==> src/rtl/ctrl_pkg.sv <==
// Shared types and constants for the multi-cycle main control unit.
// States, opcode classes, raw opcodes and ALU operation codes.
package ctrl_pkg;

    typedef enum logic [2:0] {
        S_IDLE   = 3'd0,
        S_FETCH  = 3'd1,
        S_DECODE = 3'd2,
        S_EXEC   = 3'd3,
        S_MEM    = 3'd4,
        S_WB     = 3'd5,
        S_HALT   = 3'd6
    } state_t;

    typedef enum logic [2:0] {
        C_ARITH   = 3'd0,
        C_LOGIC   = 3'd1,
        C_SHIFT   = 3'd2,
        C_LOAD    = 3'd3,
        C_STORE   = 3'd4,
        C_BEQ     = 3'd5,
        C_JUMP    = 3'd6,
        C_ILLEGAL = 3'd7
    } cls_t;

    // HALT has its own class slot folded into the decode path below
    localparam logic [5:0] OP_ARITH = 6'b000000;
    localparam logic [5:0] OP_LOGIC = 6'b000001;
    localparam logic [5:0] OP_SHIFT = 6'b000010;
    localparam logic [5:0] OP_LOAD  = 6'b000011;
    localparam logic [5:0] OP_STORE = 6'b000100;
    localparam logic [5:0] OP_BEQ   = 6'b000101;
    localparam logic [5:0] OP_JUMP  = 6'b000110;
    localparam logic [5:0] OP_HALT  = 6'b111111;

    localparam logic [2:0] ALU_NONE  = 3'b000;
    localparam logic [2:0] ALU_ARITH = 3'b001;
    localparam logic [2:0] ALU_LOGIC = 3'b010;
    localparam logic [2:0] ALU_SHIFT = 3'b011;
    localparam logic [2:0] ALU_ADD   = 3'b110;
    localparam logic [2:0] ALU_SUB   = 3'b111;

endpackage

==> src/rtl/opcode_classifier.sv <==
// Combinational opcode-to-class decode for the main control FSM.
// HALT is reported separately since it never reaches EXEC.
module opcode_classifier
    import ctrl_pkg::*;
(
    input  logic [5:0] opcode,
    output cls_t       cls,
    output logic       is_halt
);

    always_comb begin
        cls     = C_ILLEGAL;
        is_halt = 1'b0;
        case (opcode)
            OP_ARITH: cls = C_ARITH;
            OP_LOGIC: cls = C_LOGIC;
            OP_SHIFT: cls = C_SHIFT;
            OP_LOAD:  cls = C_LOAD;
            OP_STORE: cls = C_STORE;
            OP_BEQ:   cls = C_BEQ;
            OP_JUMP:  cls = C_JUMP;
            OP_HALT:  is_halt = 1'b1;
            default:  cls = C_ILLEGAL;
        endcase
    end

endmodule

==> src/rtl/multicycle_ctrl.sv <==
// Multi-cycle main control: sequences F/D/E/M/W, drives datapath
// strobes and alu_op, stalls on mem_ready, counts retired instructions.
module multicycle_ctrl
    import ctrl_pkg::*;
#(
    parameter int CNT_W = 16
) (
    input  logic             clk,
    input  logic             rst_n,
    input  logic             start,
    input  logic [5:0]       opcode,
    input  logic             zero,
    input  logic             mem_ready,
    output logic [2:0]       alu_op,
    output logic             pc_write,
    output logic             ir_write,
    output logic             reg_write,
    output logic             mem_read,
    output logic             mem_write,
    output logic             alu_src_imm,
    output logic             mem_to_reg,
    output logic             illegal,
    output logic             halted,
    output logic [CNT_W-1:0] retired
);

    localparam logic [CNT_W-1:0] CNT_ONE = {{(CNT_W-1){1'b0}}, 1'b1};

    state_t state_q, state_d;
    cls_t   cls_q, cls_d;
    cls_t   dec_cls;
    logic   dec_halt;
    logic   retire;
    logic [CNT_W-1:0] retired_q;

    opcode_classifier u_cls (
        .opcode  (opcode),
        .cls     (dec_cls),
        .is_halt (dec_halt)
    );

    always_ff @(posedge clk or negedge rst_n) begin
        if (!rst_n) begin
            state_q   <= S_IDLE;
            cls_q     <= C_ARITH;
            retired_q <= '0;
        end else begin
            state_q <= state_d;
            cls_q   <= cls_d;
            if (retire) begin
                retired_q <= retired_q + CNT_ONE;
            end
        end
    end

    assign retired = retired_q;
    assign halted  = (state_q == S_HALT);

    always_comb begin
        state_d     = state_q;
        cls_d       = cls_q;
        alu_op      = ALU_NONE;
        pc_write    = 1'b0;
        ir_write    = 1'b0;
        reg_write   = 1'b0;
        mem_read    = 1'b0;
        mem_write   = 1'b0;
        alu_src_imm = 1'b0;
        mem_to_reg  = 1'b0;
        illegal     = 1'b0;
        retire      = 1'b0;

        case (state_q)
            S_IDLE: begin
                if (start) begin
                    state_d = S_FETCH;
                end
            end
            S_FETCH: begin
                alu_op   = ALU_ADD;
                mem_read = 1'b1;
                if (mem_ready) begin
                    ir_write = 1'b1;
                    pc_write = 1'b1;
                    state_d  = S_DECODE;
                end
            end
            S_DECODE: begin
                cls_d = dec_cls;
                // Opcode is live here; later states rely on cls_q only
                if (dec_halt) begin
                    state_d = S_HALT;
                end else if (dec_cls == C_JUMP) begin
                    pc_write = 1'b1;
                    retire   = 1'b1;
                    state_d  = S_FETCH;
                end else if (dec_cls == C_ILLEGAL) begin
                    illegal = 1'b1;
                    state_d = S_FETCH;
                end else begin
                    state_d = S_EXEC;
                end
            end
            S_EXEC: begin
                case (cls_q)
                    C_ARITH: begin
                        alu_op  = ALU_ARITH;
                        state_d = S_WB;
                    end
                    C_LOGIC: begin
                        alu_op  = ALU_LOGIC;
                        state_d = S_WB;
                    end
                    C_SHIFT: begin
                        alu_op      = ALU_SHIFT;
                        alu_src_imm = 1'b1;
                        state_d     = S_WB;
                    end
                    C_LOAD, C_STORE: begin
                        alu_op      = ALU_ADD;
                        alu_src_imm = 1'b1;
                        state_d     = S_MEM;
                    end
                    C_BEQ: begin
                        alu_op   = ALU_SUB;
                        pc_write = zero;
                        retire   = 1'b1;
                        state_d  = S_FETCH;
                    end
                    default: state_d = S_FETCH;
                endcase
            end
            S_MEM: begin
                mem_read  = (cls_q == C_LOAD);
                mem_write = (cls_q == C_STORE);
                if (mem_ready) begin
                    if (cls_q == C_STORE) begin
                        retire  = 1'b1;
                        state_d = S_FETCH;
                    end else begin
                        state_d = S_WB;
                    end
                end
            end
            S_WB: begin
                reg_write  = 1'b1;
                mem_to_reg = (cls_q == C_LOAD);
                retire     = 1'b1;
                state_d    = S_FETCH;
            end
            S_HALT: state_d = S_HALT;
            default: state_d = S_IDLE;
        endcase
    end

endmodule

==> config.mk <==
export PLATFORM = sky130hd
export DESIGN_NAME = multicycle_ctrl
export DESIGN_NICKNAME = d
export VERILOG_FILES = /design/src/rtl/ctrl_pkg.sv /design/src/rtl/opcode_classifier.sv /design/src/rtl/multicycle_ctrl.sv
export SDC_FILE = /design/constraint.sdc
export NUM_CORES = 1
export LEC_CHECK = 0
export ABC_AREA = 1
export BUFFER_PORTS_ARGS = -buffer_cell sky130_fd_sc_hd__buf_2
export CORE_AREA = 2 2 57 80
export DETAILED_ROUTE_END_ITERATION = 10
export DIE_AREA = 0 0 59 82
export PLACE_DENSITY = 0.64
export SYNTH_ARGS = -nofsm -noshare
export SYNTH_HDL_FRONTEND = slang
export SYNTH_SLANG_ARGS = --single-unit
==> constraint.sdc <==
create_clock -name clk -period 3.9 [get_ports clk]
set_input_delay 0.975 -clock clk [delete_from_list [all_inputs] [get_ports clk]]
set_output_delay 0.975 -clock clk [all_outputs]
set_load 0.01 [all_outputs]
==> impl.org, run 1 <==
** Yosys
- The number of nets handed over by synthesis was 251.
- Number of enable-type register cells in the synthesized netlist :: 0
- Flip-flop and latch count after synthesis :: 22
- Cells after synthesis :: 238
- Of the post-synthesis cell area, the dominant cell type holds 0.346.
- By area, the combinational part of the netlist is dominated by simple AND/OR/NAND/NOR gates.
- Most used flip-flop cell after synthesis :: sky130_fd_sc_hd__dfrtp_1
- Post-Synth Adder-Cell Area :: 0.0157
- Of the total synthesized cell area, the portion taken by XOR and XNOR cells is 0.0386.
- After synthesis, the mean cell area works out to 6.68 um^2.
- Seq/Total Area, Yosys :: 0.346
- Unique masters post-synth :: 28
- The mapped netlist covers 1590 um^2.
- Cell types with the largest area share after synthesis :: sky130_fd_sc_hd__dfrtp_1 (35%), sky130_fd_sc_hd__nand2_1 (19%), sky130_fd_sc_hd__nand3_1 (11%)
- Of all flip-flops after synthesis, the portion carrying an async set or reset was 1.00.
- Of all cell types, the one taking the most synthesized area is sky130_fd_sc_hd__dfrtp_1.
- Of the total synthesized cell area, the portion taken by AND, OR, NAND and NOR gates is 0.445.
- Share of cell area taken by muxes after synthesis :: 0
- Number of warnings printed during yosys synthesis :: 0
- The fraction of the mapped netlist area in compound gates is 0.0732.

** Worst setup path
- Reg-to-reg critical path endpoint :: retired[7]$_DFFE_PN0P_
- Reg-to-reg critical path startpoint :: state_q[2]$_DFFE_PN0P_
- Tracing the worst setup path back leads to its startpoint at opcode[5].
- Along the worst path, the maximum fanout reaches 4.
- In this design, the critical path's most frequently occurring cell is sky130_fd_sc_hd__buf_2.
- Critical path's top delay family :: simple AND/OR/NAND/NOR gates
- Number of cells on the critical path :: 9
- Among all stages on the critical path, the largest delay is contributed by sky130_fd_sc_hd__nand2_1.
- Startpoint types :: input port
- In this design, the stage delay of the slowest critical-path cell is 0.16 ns.
- STA classifies the critical path endpoint as a primary output.
- For the worst setup path, the data arrival time is 1.94 ns.
- List of cells traversed by the critical path :: buf_2, nor2_1, nand2_1, nor2_4, nand3_2, nand3_1, o21ai_0, inv_1, buf_2
- Data required time at the worst endpoint :: just under 3 ns
- Setup slack on the worst reg-to-reg path comes out at around 2 ns.
- Path depth of the worst reg2reg path :: 6
- Critical path class :: in -> out
- Buffers & Inverters on Critical Path :: 3
- The most critical setup path has its endpoint at pc_write.

** Timing
- Setup TNS Final :: 0 ns
- Worst Tran Pin Value :: slightly above 0.5 ns
- In this run the tightest slew margin relative to its limit is 0.660.
- Timing-limited maximum frequency :: 344 MHz
- Clock skew after layout :: 0.00221 ns
- The clock period could shrink to 2.91 ns.
- In the finished design, the share of the clock period the worst path needs comes to 0.746.
- Hold violation total from the final report :: 0
- RSZ-0062 raised after global routing :: false
- Minimum hold slack :: 0.553 ns
- Setup violation total in the final timing report :: 0
- The max-slew violation total from the final report was 0.

** Global routing
- For this run, the total global-route usage over all layers was measured as 0.175.
- Global-route wire length before repair :: approximately 6.5 mm
- For this run the aggregate overflow at the end of global routing stands at 0.
- The number of global-route vias before repair is between 1000 and 1500.
- Pin count of the biggest net entering global routing :: 23
- The number of antenna violations at the first check in global routing is 0.

** Clock tree
- At the later pin of the worst-skew pair, clock insertion delay measures 0.26 ns.
- After clock tree synthesis, the flow added hold-fix buffers numbering 0.
- Buffers added to address setup during post-CTS repair amount to 0.
- CTS buffer count :: 3
- CTS built an H-tree with a depth of 1.
- TritonCTS built the clock tree.
- The longest clock path from root to sink contains 2 buffers.
- For this design, the sink count on the clock tree is 22.
- Post-CTS repair changed the size of 0 cells.
- Post-CTS clock slew at the launch and capture registers of the worst setup and hold paths :: 0.08 ns
- The cell sitting at the root of the clock tree is a sky130_fd_sc_hd__clkbuf_8.

** Power and ir drop
- Worst-case vdd ir drop :: 0.000231 V
- Internal power :: slightly below 500 uW
- Leak Pwr :: a little over 0.001 uW
- The share of total power dissipated in combinational logic is 0.378.
- Power per standard cell area :: approximately 440 nW/um^2
- Portion of total power attributed to the clock network :: 0.257
- Of the total power, the share spent switching nets is 0.395.
- Of the total power, registers draw 0.365.
- Net switching power :: around 320 uW

** Floorplanning
- The initial utilization of the core area, before any placement, comes to 0.385.
- In this run the standard cell core region covers 4130 um^2.
- The floorplan step defined a die boundary enclosing 4840 um^2.
- Overall die width :: 59 um
- Pin placement for this block handled 39 I/O pins.
- Measured along the y axis, the die boundary spans 82 um.
- Core Rows :: 28

** Min path
- In this run the most critical hold path is launched from retired[15]$_DFFE_PN0P_.
- The worst hold path belongs to the class reg -> reg.

** Layout
- Number of cells in the finished layout apart from fillers :: ~320
- 0 antenna diodes ended up in the layout.
- Net count of the finished layout :: a little under 300
- In the final layout, the share of cells above drive strength 1 is 0.199.
- The filler cells instantiated in the layout total about 460.
- At the end of the flow the core is filled with cells to 0.456.
- Signed area change from the synthesized netlist to the final layout :: 18.5%

** Place
- Global placement routability congestion :: 0.896
- Cell total after placement :: 318
- Placed wire-length estimate :: between 3 and 4 mm
- Input and output buffers added on the ports amount to 38.

** Drt
- Number of vias per cell after detailed routing :: 5.01
- For this block, the initial DRC count from the detailed router was 71.
- Average wire per cell in the routed design :: 12.3 um
- Number of vias after detailed routing :: 1614
- Wires add up to between 3 and 4 mm.
- The first TritonRoute pass finished after 5 iterations.
- The detail route stage leaves a number of antenna-violating nets equal to 0.
- DRC violations left :: 0

** Status
- The flow ran to the end, and the final reports show no timing, DRC or antenna violations.

** Flow run
- Across the run, the number of max-cap violations was 0.
## metal layers
metal / vias up / part of all wire / global-route usage
met5: - / 0 / 0
met4: 0 / 0.017 / 0.0636
met3: 6 / 0.034 / 0.00945
met2: 44 / 0.54 / 0.330
met1: 717 / 0.41 / 0.203
li1: 847 / - / -
## placed cells by master, fill, tap and decap left out, types with 2 or more instances in the layout
cell                       count
sky130_fd_sc_hd__nor2_1       25
sky130_fd_sc_hd__nand2_1      79
sky130_fd_sc_hd__dfrtp_1      22
sky130_fd_sc_hd__o21ai_0       8
sky130_fd_sc_hd__inv_2         3
sky130_fd_sc_hd__buf_2        38
sky130_fd_sc_hd__nor3_1        2
sky130_fd_sc_hd__clkbuf_8      3
sky130_fd_sc_hd__nand3_1      34
sky130_fd_sc_hd__inv_1        24
sky130_fd_sc_hd__nand3_2       2
sky130_fd_sc_hd__xor2_1        4
sky130_fd_sc_hd__ha_1          2
sky130_fd_sc_hd__a21oi_1       5
sky130_fd_sc_hd__xnor2_1       3
sky130_fd_sc_hd__nor2_4        3
sky130_fd_sc_hd__o211ai_1      2
sky130_fd_sc_hd__nand4_1       6
sky130_fd_sc_hd__nand2_4       3
## cells by family (layout without fill, tap and decap cells)
group | Yosys count | in the layout
fa+ha+maj | 2 | 2
flops | 22 | 22
compound gates | 20 | 20
buf+inv | 31 | 70
xor+xnor | 7 | 7
simple gates | 156 | 156
## power groups by stage
stage | Sequential (uW) | Clock (uW) | Combinational (uW)
after floorplan | 300 | 0 | 214
after global placement | 303 | 0 | 311
after detailed placement | 304 | 0 | 313
after CTS | 299 | 216 | 315
after global routing | 307 | 226 | 352
final | 299 | 210 | 310
## Yosys cell counts, types with 2 or more instances
library cell	number
sky130_fd_sc_hd__nor3_1	2
sky130_fd_sc_hd__nor2_1	25
sky130_fd_sc_hd__inv_1	24
sky130_fd_sc_hd__nand2_1	79
sky130_fd_sc_hd__dfrtp_1	22
sky130_fd_sc_hd__a21oi_1	5
sky130_fd_sc_hd__nor2_4	3
sky130_fd_sc_hd__ha_1	2
sky130_fd_sc_hd__o211ai_1	2
sky130_fd_sc_hd__nand2_4	3
sky130_fd_sc_hd__xor2_1	4
sky130_fd_sc_hd__nand4_1	6
sky130_fd_sc_hd__nand3_1	34
sky130_fd_sc_hd__nand3_2	2
sky130_fd_sc_hd__o21ai_0	8
sky130_fd_sc_hd__inv_2	3
sky130_fd_sc_hd__xnor2_1	3
## worst min-delay path: cells and delay by family (launching register included)
family / cells / cell delay, ns
DFF: 1 / 0.41
and+or+nand+nor: 2 / 0.12
## sequential cells by signal, summed over array words and instances, names as in the netlist
| name | count |
|---|---|
| state_q | 3 |
| retired | 16 |
| cls_q | 3 |
## how the worst min path moves through the flow
stage                              endpoint  slack, ns  cells past startpoint
CTS                 retired[15]$_DFFE_PN0P_       0.55                      2
finish              retired[15]$_DFFE_PN0P_       0.55                      2
detailed placement  retired[15]$_DFFE_PN0P_       0.53                      2
global route        retired[15]$_DFFE_PN0P_       0.59                      2
floorplan           retired[15]$_DFFE_PN0P_       0.54                      2
global placement    retired[15]$_DFFE_PN0P_       0.52                      2
## stage by stage
step | worst slack (ns) | cell area [um^2] | power (uW)
3_3_place_gp | 1.03 | 1810 | 614
4_1_cts | 0.994 | 1880 | 830
3_5_place_dp | 0.990 | 1810 | 618
5_1_grt | 0.909 | 1880 | 885
2_1_floorplan | 1.26 | 1590 | 514
6_report | 0.989 | 1880 | 820
## area by class of cell
| cell class | count | area, um^2 | share of cell area |
|---|---|---|---|
| clock buffers | 3 | 41.3 | 0.0219 |
| multi-input cells | 185 | 911 | 0.483 |
| clock inverters | 1 | 30.0 | 0.0159 |
| repair buffers | 38 | 190 | 0.101 |
| well taps | 45 | 56.3 | 0.0299 |
| inverters | 28 | 105 | 0.0558 |
| flip-flops and latches | 22 | 551 | 0.292 |
No activity file was read; power rests on OpenSTA's default activity.
==> run 2: changes to the inputs <==
- PLACE_DENSITY: 0.64 -> 0.66
- clock period: 3.9 -> 2.61 ns (I/O delays scaled with it)
==> impl.org, run 2 (synthesized netlist as in run 1, its figures left out) <==
** Status
- Run status :: complete, no violations

** Worst setup path
- CP Max Fanout :: 4
- The worst setup path is launched from an input port.
- Arrival time worst endpoint :: 1.62 ns
- Tracing the worst setup path back leads to its startpoint at opcode[5].
- The critical path in this run is classified as in -> out.
- The worst setup path is captured at a primary output.
- STA puts the critical path data required time at 1.96 ns.
- Path depth of the worst reg2reg path :: 6
- Reg-to-reg critical path startpoint :: state_q[2]$_DFFE_PN0P_

** Drt
- Once detail routing completed, the nets flagged for antenna violations numbered 0.
- Met2 Routed Length :: 2.04 mm
- In the detailed route, the total length drawn on met3 is 146 um.
- Dividing the detail-routed wire length by the instance count gives roughly 12 um.
- The detailed router placed around 1600 vias in this run.
- The highest layer touched by signal routing is met4.
- After detailed routing, the number of remaining DRC violations is 0.
- Number of iterations in the first detailed-routing pass :: 4
- Drt initial violations :: 83
- After detailed routing, the number of vias per cell comes to 5.06.
- Detailed-route wire length on metal 1 :: 1.71 mm
- DRT Wirelength :: between 4 and 5 mm

** Layout
- Relative to the synthesized area, the layout overhead comes to 17.9%.
- Share of post-route cells with drive strength above 1 :: 0.201
- Flip-flop count of the largest register after layout :: 16
- The net count of the finished layout is 292.
- Leaving out fill and tap cells, the most frequent cell in the layout is sky130_fd_sc_hd__nand2_1.
- The library cells used most frequently in the layout, excluding fill and tap cells, are sky130_fd_sc_hd__nand2_1 (79), sky130_fd_sc_hd__buf_2 (38), sky130_fd_sc_hd__nand3_1 (34).
- Antenna diodes :: 0
- Number of fillers in the final layout :: 434

** Timing
- Final hold analysis gives a worst-case slack of 0.340 ns.
- Static timing analysis puts the maximum clock frequency at 440 MHz.
- Setup violation total in the final timing report :: 0
- Clock skew after layout :: 0.00221 ns
- Setup repair after global routing left no endpoint under its margin.
- Once routing completed, OpenROAD measured the worst setup slack at 0.340 ns.
- Number of max-slew violations in the final report :: 0
- For the pin with the worst max-slew slack, the measured transition is 0.480 ns.
- Setup TNS Final :: 0 ns
- Hold violation total from the final report :: 0
- Final Critical Period :: 2.27 ns
- Measured against its own limit, the worst slew margin works out to 0.680.
- In the finished design, the share of the clock period the worst path needs comes to 0.870.

** Global routing
- Overall global routing resource usage :: 0.177
- Total overflow reported by the global router :: 0
- The number of global-route vias before repair came to 1545.
- The number of antenna violations at the first check in global routing was 0.
- Global-route wire length before repair :: 6.67 mm
- Pin count of the biggest net entering global routing :: 23

** Clock tree
- Sinks on the clock net :: 22
- TritonCTS built the clock tree.
- # H-tree levels :: 1
- Clock latency on the worst-skew pair, taken at its later pin, is ~0.26 ns.
- After clock tree synthesis, the clock-pin slew on the worst setup and hold paths is 0.08 ns.
- The number of clock buffers added by TritonCTS is 3.
- Hold-fix buffers at CTS :: 0
- In this run the post-CTS setup repair buffer count came out at 0.
- After clock tree synthesis, the repair step resized 0 gates.
- Number of buffers on the longest clock path :: 2
- Clock tree synthesis selected as its root buffer the cell sky130_fd_sc_hd__clkbuf_8.

** Floorplanning
- Core Rows :: 28
- The total area inside the core boundary comes to 4130 um^2.
- 39 I/O pins were placed.
- Floorplan die height :: 82 um
- Initial Utilization :: 0.385
- Overall die width :: between 50 and 60 um
- The die covers 4840 um^2.

** Min path
- The tightest min-delay check is of the in -> async type.

** Flow run
- Across the run, the number of max-cap violations was 0.

** Place
- Number of buffers added on ports :: 38
- Setup Slack @ Placement :: 0.330 ns
- Placed wire-length estimate :: around 3.1 mm
- Routability-driven placement finished with a final weighted congestion of between 0.9 and 1.

** Power and ir drop
- The analysis attributes to cell leakage a power of 0.00103 uW.
- Worst-case vdd ir drop :: approximately 0.00021 V
- Power per standard cell area :: between 600 and 700 nW/um^2
==> run 2: cell types whose count changed in the layout (fill, tap and decap cells not counted), sizes merged <==
cell	delta
clkbuf	+1
bufinv	-1
buf	+1
==> run 2: stage by stage <==
step	instances	cell area, um^2	power (uW)	utilization
2_1_floorplan	238	1590	768	-
3_3_place_gp	319	1820	926	0.440
3_5_place_dp	319	1820	931	0.440
4_1_cts	323	1880	1170	0.454
5_1_grt	323	1880	1250	0.454
6_report	323	1880	1160	0.454
==> run 2: area by class of cell <==
type,count,area (um^2),area share
repair buffers,39,198,0.105
multi-input cells,185,911,0.486
flip-flops and latches,22,551,0.294
inverters,28,105,0.0560
well taps,45,56.3,0.0300
clock buffers,4,55.1,0.0294
==> run 2: worst paths after layout <==
path / slack [ns] / to
min in group clk: 0.55 / retired[15]$_DFFE_PN0P_
setup / recovery: 0.34 / pc_write
max in group asynchronous: 1.94 / state_q[0]$_DFFE_PN0P_
setup reg to reg: 0.81 / retired[11]$_DFFE_PN0P_
hold / removal: 0.34 / retired[14]$_DFFE_PN0P_
hold reg to reg: 0.55 / retired[15]$_DFFE_PN0P_
==> run 2: layer usage <==
layer | up-vias | global-route usage
li1 | 845 | -
met1 | 735 | 0.201
met2 | 44 | 0.333
met3 | 9 | 0.0142
met4 | 0 | 0.0705
met5 | - | 0
==> run 2: power breakdown <==
group          total [uW]  internal [uW]  switching (uW)
clock network         243            134             108
registers             447            385            62.1
logic                 475            160             315
total                1160            679             486
==> run 2: worst max-delay path: stages <==
cell	delay, ns
sky130_fd_sc_hd__buf_2	0.10
sky130_fd_sc_hd__nor2_1	0.13
sky130_fd_sc_hd__nand2_1	0.16
sky130_fd_sc_hd__nor2_4	0.15
sky130_fd_sc_hd__nand3_2	0.10
sky130_fd_sc_hd__nand3_1	0.08
sky130_fd_sc_hd__o21ai_0	0.08
sky130_fd_sc_hd__inv_1	0.05
sky130_fd_sc_hd__buf_2	0.12
==> run 3: changes to the inputs <==
- CORE_AREA: 2 2 57 80 -> 2 2 54 76
- DIE_AREA: 0 0 59 82 -> 0 0 56 78
- PLACE_DENSITY: 0.66 -> 0.72
==> impl.org, run 3 (synthesized netlist as in run 1, its figures left out) <==
** Global routing
- Across every metal layer, demand over resource in global routing totals 0.181.
- The number of global-route vias before repair is 1525.
- Pin count of the biggest net entering global routing :: 23
- The number of antenna violations at the first check in global routing is 0.
- Global-route wire length before repair :: 6.44 mm
- After global routing the overflow that remains totals 0.

** Timing
- Setup slack of the critical path after layout :: between 0.3 and 0.4 ns
- Measured against its own limit, the worst slew margin works out to 0.672.
- Final Critical Period :: roughly 2.3 ns
- Setup violation total in the final timing report :: 0
- On the final layout, the worst clock skew is around 0.0018 ns.
- Of the available clock period, the critical path in the final layout requires 0.863.
- Summed over all failing endpoints, the final setup total negative slack is 0 ns.
- Worst Tran Pin Value :: 0.492 ns
- Hold violation total from the final report :: 0
- Timing-limited maximum frequency :: 444 MHz
- RSZ-0062 raised after global routing :: false
- The max-slew violation total from the final report came to 0.

** Power and ir drop
- VDD sags by at most between 0.0003 and 0.0004 V.
- Summed over all cells, the static leakage comes to 0.00104 uW.
- For this design the ratio of total power to cell area is 651 nW/um^2.

** Layout
- Commonest non-fill, non-tap cells in the layout :: sky130_fd_sc_hd__nand2_1 (79), sky130_fd_sc_hd__buf_2 (38), sky130_fd_sc_hd__nand3_1 (34)
- Antenna diodes :: 0
- Share of post-route cells with drive strength above 1 :: 0.201
- Flip-flop count of the largest register after layout :: 16
- Number of fillers in the final layout :: 386
- Signed area change from the synthesized netlist to the final layout :: 18.7%
- Leaving out fill and tap cells, the most frequent cell in the layout is sky130_fd_sc_hd__nand2_1.
- At the end of the flow, the number of nets in the layout was between 200 and 300.

** Clock tree
- Resize count post-CTS :: 0
- Post-CTS clock slew at the launch and capture registers of the worst setup and hold paths :: 0.08 ns
- Counting the buffers created by CTS gives 3.
- # H-tree levels :: 1
- Number of buffers on the longest clock path :: 2
- Sinks on the clock net :: 22
- Post-CTS setup buffers :: 0
- TritonCTS built the clock tree.
- The tree is rooted in a sky130_fd_sc_hd__clkbuf_8.
- At the later pin of the worst-skew pair, clock insertion delay measures approximately 0.26 ns.
- Hold-fix buffers at CTS :: 0

** Flow run
- Number of maximum-capacitance constraint violations :: 0

** Drt
- Summed over all layers, the routed wires come to 3.83 mm.
- Number of vias after detailed routing :: around 1600
- The first detailed-routing pass took 5 iterations.
- The detailed router finished its first iteration with 55 violations.
- Dividing the detail-routed wire length by the instance count gives roughly 12 um.
- For this run, design rule violations remaining after detail routing come to 0.
- Number of vias per cell after detailed routing :: 5.07
- In this run the remaining antenna-violating nets after routing total 0.

** Place
- Once detailed placement completed, the half-perimeter wirelength came to 2.98 mm.
- Global placement routability congestion :: 0.901
- Number of buffers added on ports :: 38
- Setup Slack @ Placement :: approximately 0.35 ns

** Worst setup path
- The critical path is of the in -> out type.
- The slowest stage of the critical path belongs to the cell sky130_fd_sc_hd__nand2_1.
- CP max stage delay :: ~0.15 ns
- STA classifies the critical path endpoint as a primary output.
- Data required time at the worst endpoint :: 1.96 ns
- CP Max Fanout :: 4
- The number of cells on the worst reg-to-reg path is 6.
- Counting stages on the worst path, the most repeated cell is sky130_fd_sc_hd__buf_2.
- Arrival time worst endpoint :: 1.60 ns
- Startpoint types :: input port
- The signal on the critical path passes through buf_2, nor2_1, nand2_1, nor2_4, nand3_2, nand3_1, o21ai_0, inv_1, buf_2.

** Status
- Run status :: complete, no violations

** Floorplanning
- The core region is 3640 um^2.
- Overall die width :: 56 um
- For this design the top-level I/O count stands at 39.
- For this configuration, the core starts out at a cell density of 0.436.
- Core Rows :: 26
- Area of the die :: 4370 um^2
- Floorplan die height :: 78 um

** Min path
- The worst hold path belongs to the class in -> async.
## run 3: cell types whose count changed in the layout (fill, tap and decap cells not counted)
cell                        previous run  this run
sky130_fd_sc_hd__clkbuf_8              4         3
sky130_fd_sc_hd__bufinv_16             0         1
## run 3: final cells by class
type	instances	area (um^2)	share of cell area
multi-input combinational	185	911	0.482
sequential	22	551	0.292
timing repair buffer	39	198	0.105
inverter	28	105	0.0557
tap	42	52.6	0.0278
clock buffer	3	41.3	0.0219
clock inverter	1	30.0	0.0159
## run 3: routing by layer
| metal | wire length (um) | track usage | share of wire |
|---|---|---|---|
| met1 | 1630 | 0.208 | 0.42 |
| met5 | 0 | 0 | 0 |
| met3 | 205 | 0.0150 | 0.054 |
| met4 | 74 | 0.0714 | 0.019 |
| met2 | 1920 | 0.339 | 0.50 |
## run 3: worst max-delay path: cells and delay by family
| kind | cells | cell delay (ns) |
|---|---|---|
| compound gates | 1 | 0.07 |
| buf+inv | 3 | 0.26 |
| simple gates | 5 | 0.61 |
## run 3: power by group
group          switching, uW  leakage, uW  internal, uW
logic                    309     0.000715           160
registers               61.8     0.000288           385
clock network            110    0.0000357           205
## run 3: path summary, 6_finish.rpt
kind | start | endpoint | slack [ns]
max in group asynchronous | rst_n | cls_q[0]$_DFFE_PN0P_ | 1.93
max | opcode[5] | pc_write | 0.36
max reg2reg | state_q[2]$_DFFE_PN0P_ | retired[3]$_DFFE_PN0P_ | 0.93
min | rst_n | retired[14]$_DFFE_PN0P_ | 0.34
min reg2reg | retired[15]$_DFFE_PN0P_ | retired[15]$_DFFE_PN0P_ | 0.53
min in group clk | retired[15]$_DFFE_PN0P_ | retired[15]$_DFFE_PN0P_ | 0.53
## run 3: through the flow
stage	utilization	power, uW	hold slack, ns	std cells	area, um^2
global placement	0.499	917	0.503	316	1820
finish	0.518	1230	0.343	320	1890
CTS	0.518	1240	0.364	320	1890
detailed placement	0.499	923	0.510	316	1820
floorplan	-	768	0.357	238	1590
global route	0.518	1320	0.380	320	1890
